### config.mk
export PLATFORM = sky130hd
export DESIGN_NAME = out_port_arbiter
export DESIGN_NICKNAME = d
export VERILOG_FILES = /design/src/rtl/noc_pkg.sv /design/src/rtl/rr_arbiter.sv /design/src/rtl/out_port_arbiter.sv
export SDC_FILE = /design/constraint.sdc
export NUM_CORES = 1
export LEC_CHECK = 0
export CAP_MARGIN = 20
export CORE_MARGIN = 4
export CORE_UTILIZATION = 44
export DETAILED_ROUTE_END_ITERATION = 10
export PLACE_DENSITY_LB_ADDON = 0.08
export SYNTH_ARGS = -nofsm -noshare
export SYNTH_HDL_FRONTEND = slang
export SYNTH_HIERARCHICAL = 1
export SYNTH_SLANG_ARGS = --single-unit
export TNS_END_PERCENT = 20
### constraint.sdc
create_clock -name clk -period 7.7 [get_ports clk]
set_clock_uncertainty 0.2 [all_clocks]
set_input_delay 1.54 -clock clk [delete_from_list [all_inputs] [get_ports clk]]
set_output_delay 1.54 -clock clk [all_outputs]
set_load 0.02 [all_outputs]
### src/rtl/noc_pkg.sv
// Shared mesh-router types: packet layout, output-port indices and VC buffer states.
// Pure declarations; no timing and no flow control of its own.
package noc_pkg;

  localparam int PACKET_WIDTH = 64;
  localparam int VC_BIT       = 63;

  typedef struct packed {
    logic        vc;
    logic [2:0]  dir;
    logic [3:0]  hop;
    logic [7:0]  src;
    logic [47:0] payload;
  } packet_t;

  typedef enum logic [2:0] {
    CW  = 3'd0,
    CCW = 3'd1,
    NS  = 3'd2,
    SN  = 3'd3,
    PE  = 3'd4
  } port_e;

  typedef enum logic {
    VC_EMPTY = 1'b0,
    VC_FULL  = 1'b1
  } vc_state_e;

endpackage

### src/rtl/rr_arbiter.sv
// Generic round-robin pick: first eligible index at or after ptr, plus the pointer to resume from.
// Purely combinational; a requester that is not eligible is simply skipped.
module rr_arbiter #(
  parameter int NUM_REQ = 4,
  parameter int PW      = (NUM_REQ > 1) ? $clog2(NUM_REQ) : 1
) (
  input  logic [NUM_REQ-1:0] eligible,
  input  logic [PW-1:0]      ptr,
  output logic [NUM_REQ-1:0] gnt,
  output logic [PW-1:0]      next_ptr
);

  logic [PW:0] idx;
  logic        found;

  always_comb begin
    gnt      = '0;
    next_ptr = ptr;
    found    = 1'b0;
    idx      = '0;
    for (int k = 0; k < NUM_REQ; k++) begin
      idx = {1'b0, ptr} + (PW+1)'(k);
      // Explicit wrap so non-power-of-two NUM_REQ never indexes past the last requester.
      if (idx >= (PW+1)'(NUM_REQ)) idx = idx - (PW+1)'(NUM_REQ);
      if (!found && eligible[idx[PW-1:0]]) begin
        found               = 1'b1;
        gnt[idx[PW-1:0]]    = 1'b1;
        next_ptr            = (idx[PW-1:0] == PW'(NUM_REQ-1)) ? '0 : idx[PW-1:0] + PW'(1);
      end
    end
  end

endmodule

### src/rtl/out_port_arbiter.sv
// Output-link arbiter: round-robin fill of the internal-phase VC buffer, drain of the external one; request-to-so >= 1 cycle.
// ro low holds the packet until that VC's next external phase; a full VC grants nothing. OUTARB_STATS_EN adds grant_cnt.
module out_port_arbiter #(
  parameter int PACKET_WIDTH = noc_pkg::PACKET_WIDTH,
  parameter int NUM_REQ      = 4,
  parameter int VC_BIT       = noc_pkg::VC_BIT
) (
  input  logic                            clk,
  input  logic                            reset,
  input  logic                            polarity,
  input  logic [NUM_REQ-1:0]              req,
  input  logic [NUM_REQ*PACKET_WIDTH-1:0] req_data,
  output logic [NUM_REQ-1:0]              gnt,
  output logic                            so,
  input  logic                            ro,
  output logic [PACKET_WIDTH-1:0]         dout
`ifdef OUTARB_STATS_EN
  ,
  output logic [NUM_REQ*16-1:0]           grant_cnt
`endif
);

  import noc_pkg::*;

  localparam int PW = (NUM_REQ > 1) ? $clog2(NUM_REQ) : 1;

  vc_state_e               state_q [2];
  vc_state_e               state_d [2];
  logic [PACKET_WIDTH-1:0] vc_buf  [2];
  logic [PW-1:0]           ptr_q   [2];

  logic                    ext_vc;
  logic                    int_vc;
  logic [NUM_REQ-1:0]      eligible;
  logic [NUM_REQ-1:0]      arb_gnt;
  logic [PW-1:0]           next_ptr;
  logic [PACKET_WIDTH-1:0] gnt_data;
  logic                    gnt_any;

  assign ext_vc = polarity;
  assign int_vc = ~polarity;

  always_comb begin
    eligible = '0;
    for (int i = 0; i < NUM_REQ; i++) begin
      eligible[i] = req[i] && (req_data[i*PACKET_WIDTH + VC_BIT] == int_vc) &&
                    (state_q[int_vc] == VC_EMPTY);
    end
  end

  // One arbiter serves both VCs: only the internal VC fills in any cycle.
  rr_arbiter #(
    .NUM_REQ (NUM_REQ),
    .PW      (PW)
  ) u_rr (
    .eligible (eligible),
    .ptr      (ptr_q[int_vc]),
    .gnt      (arb_gnt),
    .next_ptr (next_ptr)
  );

  assign gnt     = reset ? arb_gnt : '0;
  assign gnt_any = |gnt;

  always_comb begin
    gnt_data = '0;
    for (int i = 0; i < NUM_REQ; i++) begin
      if (gnt[i]) gnt_data = gnt_data | req_data[i*PACKET_WIDTH +: PACKET_WIDTH];
    end
  end

  assign so   = (state_q[ext_vc] == VC_FULL);
  assign dout = so ? vc_buf[ext_vc] : '0;

  always_comb begin
    for (int v = 0; v < 2; v++) begin
      state_d[v] = state_q[v];
      if ((1'(v) == ext_vc) && so && ro) state_d[v] = VC_EMPTY;
      if ((1'(v) == int_vc) && gnt_any)  state_d[v] = VC_FULL;
    end
  end

  always_ff @(posedge clk or negedge reset) begin
    if (!reset) begin
      for (int v = 0; v < 2; v++) begin
        state_q[v] <= VC_EMPTY;
        vc_buf[v]  <= '0;
        ptr_q[v]   <= '0;
      end
    end else begin
      for (int v = 0; v < 2; v++) state_q[v] <= state_d[v];
      if (gnt_any) begin
        vc_buf[int_vc] <= gnt_data;
        ptr_q[int_vc]  <= next_ptr;
      end
    end
  end

`ifdef OUTARB_STATS_EN
  always_ff @(posedge clk or negedge reset) begin
    if (!reset) begin
      grant_cnt <= '0;
    end else begin
      for (int i = 0; i < NUM_REQ; i++) begin
        if (gnt[i] && (grant_cnt[i*16 +: 16] != 16'hFFFF))
          grant_cnt[i*16 +: 16] <= grant_cnt[i*16 +: 16] + 16'd1;
      end
    end
  end
`endif

endmodule

### Word level (Yosys, flattened, before mapping)

Index checks and enable logic that the tools add are counted.

* bits in registers: 134
* bits of input ports: 264
* output and inout bits: 69
* word-level logic and storage cells: 141

* add/subtract/negate cells: 11
* order comparisons: 15
* equal/unequal tests: 8
* multiplexer cells: 63
* bitwise logic cells: 10
* reductions and logical operators: 28

Operator list (count)
* 64-bit 2-to-1 mux: 9
* 64-bit OR: 3
* 128-bit bitwise mux: 1
* 64-bit demux with 1-bit select: 1
* 2-bit 2-to-1 mux: 16
* 1-bit logical AND: 22
* 1-bit 2-to-1 mux: 21
* 4-bit 2-to-1 mux: 5
* 2-bit by 3-bit less-than comparator with 1-bit output, second input constant: 4
* 4-bit OR: 3
* 3-bit >= comparator, second input constant: 3
* 2-bit by 1-bit adder with 2-bit output, second input constant: 4
* 1-bit binary-select mux with 2-bit select: 4
* 1-bit demux with 2-bit select: 4
* 2-bit equality test, second input constant: 4
* 2-bit by 1-bit >= comparator with 1-bit output, second input constant: 4
* 2-bit by 1-bit subtractor with 2-bit output, second input constant: 4
* 2-bit by 2-bit adder with 3-bit output, second input constant: 2
* 4-bit bitwise mux: 1
* 1-bit equality test: 4
* 2-bit >= comparator, second input constant: 2
* 1-bit NOT with 2-bit output: 2
* 2-bit nonzero test: 2
* 4-bit OR reduction: 1
* 6 further kinds: 9

### Depth between registers and ports, before layout

Gate-level depths: netlist (run 1).

* word-level depth: 28
* depth in mapped cells: 20
* mapped depth without buffers: 11

### By module

Netlist (run 1), hierarchy kept.

By module, submodules not included
* out_port_arbiter: times used 1, cells an instance 669, area an instance 7475.9 sq um, seq. area each 3353.2 sq um
* rr_arbiter: times used 1, cells an instance 67, area an instance 526.8 sq um, seq. area each 0.0 sq um

### Worst setup path after synthesis (run 1)

OpenSTA, ideal clock, no wires.

* path kind: input-to-output
* start point: input port polarity
* end point: output port gnt[0]
* data arrival time: 5.378 ns
* data required time: 5.960 ns
* setup slack: 0.582 ns
* stages on the path: 17
* path buffers: 8
* path through: clkbuf_1 buf_1 mux2_2 buf_6 clkbuf_1 inv_1 ha_1 clkbuf_1 mux4_2 nor2_1 and3_1 buf_4 a22oi_1 o21ai_0 clkbuf_1 buf_1 and2_1

* cells in the longest elaborated chain, start to end: 20
* elaborated cells between the ends (all ways): 81
* classes of those cells: 7 x add/sub; 12 x order compare; 4 x eq/ne; 34 x mux; 6 x bitwise; 18 x reduce/logical

RTL lines
* start: declaration: line out_port_arbiter.sv:10 `input logic polarity,`
* 1-bit NOT (*): line out_port_arbiter.sv:41 `assign int_vc = ~polarity;`
* branches (longest 17 deep; another with 2-bit by 1-bit adder with 3-bit output)
* 4-bit 2-to-1 mux (*): line rr_arbiter.sv:25 `if (!found && eligible[idx[PW-1:0]]) begin`
* named net arb_gnt[0]: line out_port_arbiter.sv:35 `logic [NUM_REQ-1:0] arb_gnt;`
* 4-bit 2-to-1 mux (*): line out_port_arbiter.sv:62 `assign gnt = reset ? arb_gnt : '0;`
* end: declaration: line out_port_arbiter.sv:13 `output logic [NUM_REQ-1:0] gnt,`

Mark *: on every way through the listed nets, which the timed path passes. The select of a mux whose other input is x is not followed.

### Worst setup path after layout (run 1)

* start point: input port polarity
* end point: output port gnt[1]

Same word-level chain as after synthesis.

==> results.md, run 1 <==
Clock tree:
- The number of buffers added to fix hold violations after cts is 0.
- Counting along the longest clock path gives a buffer depth of 2.
- The clock-pin slew on the worst setup and hold paths is 0.05 ns.
- The tree is rooted in a sky130_fd_sc_hd__clkbuf_16.
- The H-tree was split into 4 levels.
- The total number of clock tree sinks is approximately 130.
- The number of buffers added for setup after CTS is 0.
- The number of gates resized after CTS is 0.
- The later-pin clock latency in the skew report is around 0.41 ns.
- In this run, CTS created clock tree buffers numbering 17.
- TritonCTS built the clock tree.

Synth:
- After synthesis, the largest family of logic cells by area is multiplexers.
- The area of the mapped netlist is about 8000 um2.
- Yosys mapped a number of flops with a built-in enable equal to 0.
- Summing the areas of all compound-gate instances in the mapped netlist gives between 10% and 20% of the synthesized area.
- The adder and majority cell fraction of the synthesized area is 0.938%.
- The distinct cell type count of the synthesized netlist is 37.
- The most numerous cell in the Yosys netlist is sky130_fd_sc_hd__a22oi_1.
- The number of warnings issued by yosys is 6.
- Sequential cells were found to cover approximately two fifths of the synthesized design area.
- By count the netlist is led by sky130_fd_sc_hd__a22oi_1, sky130_fd_sc_hd__dfrtp_1, sky130_fd_sc_hd__mux2_2, sky130_fd_sc_hd__mux2i_1, sky130_fd_sc_hd__nor2_1.
- After synthesis, the cell types taking the most area are sky130_fd_sc_hd__dfrtp_1, sky130_fd_sc_hd__mux2_2, sky130_fd_sc_hd__a22oi_1.
- In the synthesized netlist the dominant register cell turns out to be sky130_fd_sc_hd__dfrtp_1.
- In this run the mean area of a mapped cell was roughly 11 um2.
- Counting flops and latches in the post-synthesis netlist gives roughly 130.
- The number of nets handed over by synthesis was 1006.
- The xor/xnor cell area share of the yosys netlist is 0%.
- For this run, asynchronously set or reset flops after synthesis account for 100%.
- After Yosys synthesis, and, or, nand and nor cells account for between 8 and 9% of the synthesized area.
- The share of synthesized area in the top cell type comes to 41.9%.
- Of all cell types, the one taking the most synthesized area is sky130_fd_sc_hd__dfrtp_1.
- Synthesis produced a netlist whose cell count is ~740.
- The portion of netlist area occupied by mux cells is slightly above 30%.

Finish:
- Fill cells in the final layout number between 1k and 1.5k.
- Summing all multi-input logic gate instances after layout gives 4410 um2.
- At the end of the flow, the number of nets in the layout was ~1.3k.
- After routing the design area is roughly 12000 um2.
- The combined flip-flop and latch cell area is around 3400 um2.
- In the final layout, the share of cells above drive strength 1 is 18.8%.
- The growth of design area from synthesis to finish is 52.2%.
- Cells fill around two thirds of the core in the end.
- 0 antenna diodes ended up in the layout.

Worst setup path:
- The slowest stage cell on the critical path is sky130_fd_sc_hd__clkdlybuf4s50_1.
- The reg-to-reg startpoint is ptr_q[2]$_DFFE_PN0P_.
- The reg-to-reg endpoint is vc_buf[54]$_DFFE_PN0P_.
- The kind of capture point of the worst setup path is an output port.
- The highest net fanout along the worst path is 20.
- The critical path class is primary input to output port.
- The worst setup path is launched from a primary input.
- Measured in cells, the most critical reg-to-reg path has a length of 13.
- The worst-case register-to-register setup slack is roughly 2.6 ns.
- The critical path goes through buf_4 > mux2_2 > inv_1 > ha_1 > mux4_2 > nor2_1 > and3_1 > a22oi_1 > o21ai_4 > and2_1 > clkdlybuf4s50_1.
- STA puts the critical path data required time at slightly below 6 ns.
- The arrival time at the worst endpoint is ~5 ns.
- The biggest cell delay along the critical path is around 0.66 ns.

GRT:
- The via count of the first global-routing pass was between 7k and 8k.
- For met2 alone, demand over resource in global routing was 40.4%.
- The remaining global-route overflow is 0.
- The number of antenna violations at the first check in global routing came to 2.
- The global-route layer with the greatest usage is met2.
- In the global route stage, met3 resource usage came out at under 10%.
- The first global-routing pass estimated roughly 37000 um of wire.
- The met1 track demand over resource is about 28%.
- Entering global routing, the biggest net connects 76 pins.
- The total track usage is ~23%.

Timing:
- The highest attainable clock frequency is around 150 MHz.
- Setup violations remaining at the end of the flow were counted as 0.
- The portion of the clock cycle consumed by the worst path in the final layout is between 80% and 90%.
- The number of slew-limit violations in the final report was 0.
- The final number of hold-violating endpoints came to 0.
- Setup repair after global routing left no endpoint under its margin.
- At the pin with the least slew margin, the transition time is 0.827 ns.
- Measured against its own limit, the worst slew margin works out to between 40% and 50%.
- The total negative slack for setup checks is 0 ns.
- The hold slack is 0.304 ns.
- The clock period could shrink to 6.66 ns.

Flow run:
- The max-capacitance violation count is 0.

Die:
- The die is around 140 um wide.
- The die outline height is roughly 140 um.
- The floorplan step defined a core boundary enclosing 17900 um2.
- The initial core utilization is approximately 45%.
- The site row count is slightly below 50.
- In this run the count of I/O pins placed on the die edge is roughly 330.
- The die covers slightly above 20000 um2.

Route:
- The routed design has around 24000 um of wire.
- After detailed routing, the average wire length per cell comes to 19.0 um.
- After detailed routing, the number of vias per cell comes to about 5.5.
- For this run, design rule violations remaining after detail routing come to 0.
- The first-pass iteration count of the detailed router is 4.
- In this run the remaining antenna-violating nets after routing total 0.
- Summing over every cut layer, the via total after detailed routing is 7003.
- The detailed router finished its first iteration with 374 violations.

Placed design:
- The final HPWL from detailed placement is about 17000 um.
- The count of buffers from port buffering is approximately 330.
- The instance area after placement is around 12000 um2.
- The global placement routability congestion is approximately 0.8.

Min path:
- The capture endpoint of the worst hold path is vc_buf[98]$_DFFE_PN0P_.
- The worst hold path begins at vc_buf[98]$_DFFE_PN0P_.
- The tightest min-delay check is of the flop to flop type.
- The worst hold path cell count is 1.

Power and ir drop:
- The peak supply drop is 0.419 mV.
- The power per cell area is 402 nW/um2.
- The analysis attributes to cell leakage a power of 0.00534 uW.

Status:
- The flow ran to the end, and the final reports show no timing, DRC or antenna violations.
[cells in the final DEF, fill, tap and decap left out, drive strengths merged]
master	netlist	final
a31oi	1	1
clkinvlp	0	3
a22oi	135	135
clkbuf	31	21
nand2	67	67
nand3b	1	1
buf	34	16
a221oi	2	2
nor4	3	3
ha	6	6
o21ai	6	6
clkinv	0	2
inv	4	5
and2	4	4
bufinv	0	5
clkdlybuf4s50	0	330
a21oi	3	3
mux2i	73	73
a2bb2oi	2	2
nor2b	7	7
or2	1	1
nand3	2	2
mux4	3	3
or3	1	1
o41ai	1	1
nor2	73	73
nor3b	1	1
o221a	1	1
o31ai	1	1
or4	1	1
mux2	136	136
dfrtp	134	134
and3	2	2
[state kept, by name (all words and copies together) (netlist names)]
| register | flops |
|---|---|
| vc_buf | 128 |
| state_q | 2 |
| ptr_q | 4 |
[metal layers]
metal	up-vias	part of all wire (%)
li1	3316	-
met4	4	1.1
met2	233	50
met1	3429	41
met3	21	7.5
met5	-	0.10
[cell type report]
cell class	count	area share, %
Clock buffer	21	3.86
Clock inverter	11	1.60
Inverter	4	0.123
Multi-Input combinational cell	533	36.2
Sequential cell	134	27.5
Tap cell	229	2.35
Timing Repair Buffer	346	28.3
[worst max-delay path by stage]
stage,to,slack (ns),start
2_1_floorplan,gnt[0],0.58,polarity
3_3_place_gp,gnt[1],1.13,polarity
3_5_place_dp,vc_buf[4]$_DFFE_PN0P_,1.07,polarity
4_1_cts,gnt[1],1.07,polarity
5_1_grt,gnt[0],0.82,polarity
6_report,gnt[1],1.04,polarity
[through the flow]
step / worst slack (ns) / power, uW / std cells
floorplan: 0.582 / 3120 / 736
global placement: 1.13 / 3970 / 1246
detailed placement: 1.07 / 4010 / 1246
CTS: 1.07 / 4950 / 1278
global route: 0.822 / 5260 / 1278
finish: 1.04 / 4900 / 1278
[cell families after synthesis]
group,after synthesis
mux,212
simple gates,163
flops,134
buf+inv,69
compound gates,152
fa+ha+maj,6
[worst max-delay path: cells and delay by family]
family	cells	cell delay [ns]
mux	2	0.87
simple gates	3	0.68
compound gates	2	0.25
fa+ha+maj	1	0.46
buf+inv	3	1.11
[power by group]
group	internal (uW)	switching [uW]	leakage, uW
Sequential	1010	149	0.00171
Clock	602	307	0.000316
Combinational	1320	1500	0.00332
Total	2940	1960	0.00534
(Power assumes the default switching activity.)
==> run 2, diff against run 1 <==
Settings changed: ABC_AREA set to 1, CORE_UTILIZATION 44 to 47.
==> results.md, run 2 <==
Status:
- The run finished with clean final reports.

Route:
- The final wirelength is 32100 um (+32%).
- The count of antenna-violating nets left after detailed routing is 0 (unchanged).
- The via count is 11.0k (+57%).
- The detailed router's first-iteration violation count is 790 (+110%).
- The first-pass iteration count of the detailed router is 5 (+1).
- The per-cell routed wire length is 14.5 um (-24%).
- The post-detailed-route via-to-cell ratio is 4.96 (-9.5%).
- The number of remaining DRC errors is 0 (unchanged).

Power and ir drop:
- The power per cell area was 337 nW/um2 (-16%).
- The peak supply drop is 0.610 mV (+46%).
- The leakage power summed over all cells is 0.00782 uW (+46%).

Synth:
- The sequential share of the synthesized area came to 33.9% (-8.0 points).
- Yosys instantiated no cell more often than sky130_fd_sc_hd__nand2_1.
- The share of the synthesized area in compound gates (AO/OA/AOI/OAI) is 0.304% (-14 points).
- The number of instances in the synthesized netlist is 1672 (+130%).
- The net count of the mapped netlist is 1942 (+93%).
- The average cell area after synthesis is 5.91 um2 (-46%).
- Sorting the synthesized cells by how often they occur yields sky130_fd_sc_hd__nand2_1, sky130_fd_sc_hd__nand3_1, sky130_fd_sc_hd__inv_1, sky130_fd_sc_hd__dfrtp_1, sky130_fd_sc_hd__buf_2.
- The cell accounting for the most synthesized area is sky130_fd_sc_hd__nand2_1.
- The distinct cell type count of the synthesized netlist is 26 (-30%).
- The portion of netlist area occupied by mux cells is 0% (-31 points).
- The adder and majority cell fraction of the synthesized area is 0.759% (-0.18 points).
- By area the synthesized netlist is led by sky130_fd_sc_hd__nand2_1, sky130_fd_sc_hd__dfrtp_1, sky130_fd_sc_hd__nand3_1.
- The simple-gate share of the synthesized area is 50.9% (+42 points).
- The fraction of registers with async set or reset after synthesis is 100% (unchanged).
- The combinational family with the most area after synthesis is simple AND/OR/NAND/NOR gates.
- The number of warnings issued by yosys is 6 (unchanged).
- The xor/xnor cell area share of the yosys netlist came to 0.0886% (+0.089 points).
- In the synthesized netlist the dominant register cell turns out to be sky130_fd_sc_hd__dfrtp_1.
- The number of flops mapped to enable cells by yosys is 0 (unchanged).
- The fraction of post-synthesis cell area in the top cell type by area was 34.1% (-7.8 points).
- The count of state elements after synthesis is 134 (unchanged).
- The area of the mapped netlist is 9890 um2 (+24%).

Die:
- The initial core utilization is 48.4% (+3.7 points).
- The horizontal die dimension was 153 um (+7.1%).
- The die outline height was 153 um (+7.1%).
- The area of the core is 20400 um2 (+14%).
- The die footprint is 23400 um2 (+15%).
- The number of ports placed on the die boundary is 333 (unchanged).
- The site row count is 52 (+6.1%).

Min path:
- The path class of the tightest hold or removal check is flop to flop.

Worst setup path:
- The worst-case register-to-register setup slack is 3.25 ns (+0.61 ns).
- The most frequent cell on the critical path is sky130_fd_sc_hd__nand2_1.
- The critical path buffer and inverter count is 7 (+4).
- The arrival time at the worst endpoint is 4.88 ns (-0.04 ns).
- The slowest stage of the critical path belongs to the cell sky130_fd_sc_hd__clkdlybuf4s50_1.
- The worst endpoint required time was 5.96 ns (about the same).
- The gate family responsible for the most delay along the worst path is buffers and inverters.
- The startpoint kind of the worst setup timing path is a primary input.
- The worst setup path is of the primary input to output port kind.
- The critical path goes through buf_4 > inv_2 > buf_4 > nand2_1 > nand2_1 > inv_8 > ha_1 > inv_1 > nand3_2 > nand2_2 > nand2_4 > nor2_1 > nand2_1 > nand4_1 > nand2_2 > inv_1 > clkdlybuf4s50_1.
- The highest net fanout along the worst path was 36 (+80%).
- The kind of capture point of the worst setup path is an output port.
- The biggest cell delay along the critical path is 0.60 ns (-0.06 ns).

Timing:
- The number of slew-limit violations in the final report is 0 (unchanged).
- The portion of the clock cycle consumed by the worst path in the final layout is 86.0% (-0.46 points).
- The total negative slack for setup checks was 0 ns (unchanged).
- Setup repair after global routing left no endpoint under its margin.
- The headroom to the max-slew limit is 34.1% (-11 points).
- The slew at the pin closest to its max-slew limit is 0.987 ns (+0.159 ns).
- The final critical-path required period is 6.62 ns (-0.0352 ns).
- The final number of hold-violating endpoints came to 0 (unchanged).
- The highest attainable clock frequency is 151 MHz (+0.53%).
- The count of final setup violators was 0 (unchanged).

GRT:
- The global-route wire length before repair is 52000 um (+39%).
- The total track usage came to 26.7% (+3.4 points).
- The via count of the first global-routing pass is 10.6k (+49%).
- The number of antenna violations at the first check in global routing is 1 (-1).
- The pin count of the biggest net entering global routing came to 181 (+140%).
- The remaining global-route overflow is 0 (unchanged).

Clock tree:
- The number of gates resized after CTS was 0 (unchanged).
- The later-pin clock latency in the skew report is 0.42 ns (about the same).
- The number of buffers on the longest clock path was 2 (unchanged).
- The total number of clock tree sinks was 134 (unchanged).
- The number of buffers added for setup after CTS was 0 (unchanged).
- The number of buffers added to fix hold violations after cts came to 0 (unchanged).
- The TritonCTS buffer count is 17 (unchanged).
- The number of H-tree branching levels is 4 (unchanged).
- The clock-pin slew on the worst setup and hold paths is 0.06 ns (about the same).
- The root buffer selected by CTS is sky130_fd_sc_hd__clkbuf_16.
- The CTS tree is done.

Finish:
- The flip-flop count of the largest register, all copies and words added was 128 (unchanged).
- The share of final-layout standard cells stronger than drive strength 1 is 3.86% (-15 points).
- The number of nets in the layout was 2200 (+68%).
- The most frequent standard cell in the layout excluding fill and tap cells is sky130_fd_sc_hd__nand2_1.
- Relative to the synthesized area, the layout overhead comes to 39.3%.
- The utilization after layout is 67.4% (-0.63 points).
- The register with the most flip-flops is vc_buf.
- The library cells used most frequently in the layout, excluding fill and tap cells, are sky130_fd_sc_hd__nand2_1, sky130_fd_sc_hd__clkdlybuf4s50_1, sky130_fd_sc_hd__nand3_1.
- In the final layout, the registers with the most flip-flops are vc_buf: 128 flops, ptr_q: 4 flops, state_q: 2 flops.
- The number of fillers in the final layout is 1905 (+32%).
- The area of all placed cells without fillers was 13800 um2 (+13%).

Placed design:
- The final HPWL from detailed placement came to 21400 um (+26%).
- The count of buffers from port buffering is 332 (unchanged).
- The global placement routability congestion is 0.873 (+7.1%).
- The instance area after placement is 13100 um2 (+14%).

Flow run:
- The max-capacitance violation count is 0 (unchanged).
-- run 2: cell types whose count changed after synthesis, moves of 8 or more --
cell                       delta
sky130_fd_sc_hd__nand2_1    +831
sky130_fd_sc_hd__buf_1       -11
sky130_fd_sc_hd__inv_1      +199
sky130_fd_sc_hd__nor2_1      -62
sky130_fd_sc_hd__mux2_4      -29
sky130_fd_sc_hd__nand2_2      +8
sky130_fd_sc_hd__clkbuf_1    -14
sky130_fd_sc_hd__buf_4       +12
sky130_fd_sc_hd__mux2_2     -107
sky130_fd_sc_hd__a22oi_1    -135
sky130_fd_sc_hd__mux2i_1     -73
sky130_fd_sc_hd__nand3_1    +267
sky130_fd_sc_hd__buf_2       +52
-- run 2: path summary, 6_finish.rpt --
path / startpoint / end / depth (start not counted)
setup / recovery: polarity / gnt[0] / 17
min in group asynchronous: reset / vc_buf[5]$_DFFE_PN0P_ / 1
hold reg to reg: ptr_q[1]$_DFFE_PN0P_ / ptr_q[1]$_DFFE_PN0P_ / 2
setup reg to reg: ptr_q[0]$_DFFE_PN0P_ / vc_buf[112]$_DFFE_PN0P_ / 18
max in group asynchronous: reset / vc_buf[14]$_DFFE_PN0P_ / 2
hold / removal: ptr_q[1]$_DFFE_PN0P_ / ptr_q[1]$_DFFE_PN0P_ / 2
-- run 2: through the flow --
step / setup slack [ns] / hold slack [ns] / total power [uW] / std cells
2_1_floorplan: 2.18 / 0.242 / 2930 / 1672
3_3_place_gp: 1.21 / 0.256 / 3640 / 2181
3_5_place_dp: 1.12 / 0.263 / 3680 / 2181
4_1_cts: 1.11 / 0.277 / 4660 / 2212
5_1_grt: 0.720 / 0.289 / 5020 / 2213
6_report: 1.08 / 0.272 / 4640 / 2213
-- run 2: area by class of cell --
type | instances | area, um2 | area share [%]
diodes | 1 | 2.50 | 0.0182
clock buffers | 18 | 439 | 3.19
clock inverters | 13 | 253 | 1.84
inverters | 207 | 785 | 5.70
multi-input cells | 1224 | 5150 | 37.4
flip-flops and latches | 134 | 3350 | 24.4
well taps | 270 | 338 | 2.45
repair buffers | 346 | 3440 | 25.0
-- run 2: report_power, final --
group,internal [uW],leakage [uW],switching [uW]
clock network,646,0.000332,306
registers,940,0.00177,115
logic,840,0.00572,1790
total,2430,0.00782,2210
-- run 2: worst register-to-register path: stages, from the launching register on --
cell                      delay (ns)
sky130_fd_sc_hd__dfrtp_1        0.35
sky130_fd_sc_hd__nand2_1        0.05
sky130_fd_sc_hd__nand2_1        0.40
sky130_fd_sc_hd__inv_8          0.11
sky130_fd_sc_hd__ha_1           0.42
sky130_fd_sc_hd__inv_1          0.13
sky130_fd_sc_hd__nand3_2        0.09
sky130_fd_sc_hd__nand2_2        0.13
sky130_fd_sc_hd__nand2_4        0.07
sky130_fd_sc_hd__nor2_1         0.25
sky130_fd_sc_hd__nand2_1        0.11
sky130_fd_sc_hd__nand3_2        0.09
sky130_fd_sc_hd__buf_4          0.63
sky130_fd_sc_hd__o21ai_1        0.24
sky130_fd_sc_hd__nand2_4        0.17
sky130_fd_sc_hd__nand2_2        0.20
sky130_fd_sc_hd__buf_4          0.44
sky130_fd_sc_hd__nand2_1        0.18
sky130_fd_sc_hd__nand2_1        0.07
-- run 2: kinds of logic after synthesis --
group,after synthesis
and+or+nand+nor,1211
buffers and inverters,314
DFF,134
AOI/OAI and AO/OA,6
adders and majority gates,6
xor gates and xnor gates,1
-- run 2: per-layer routing --
metal,wire length [um],vias to the layer above,GRT usage (%),part of all wire (%)
met5,0,-,0,0
met4,637,0,7.51,2.0
met3,2060,46,5.29,6.4
met2,15600,392,46.1,49
met1,13800,4998,34.0,43
li1,-,5541,-,-
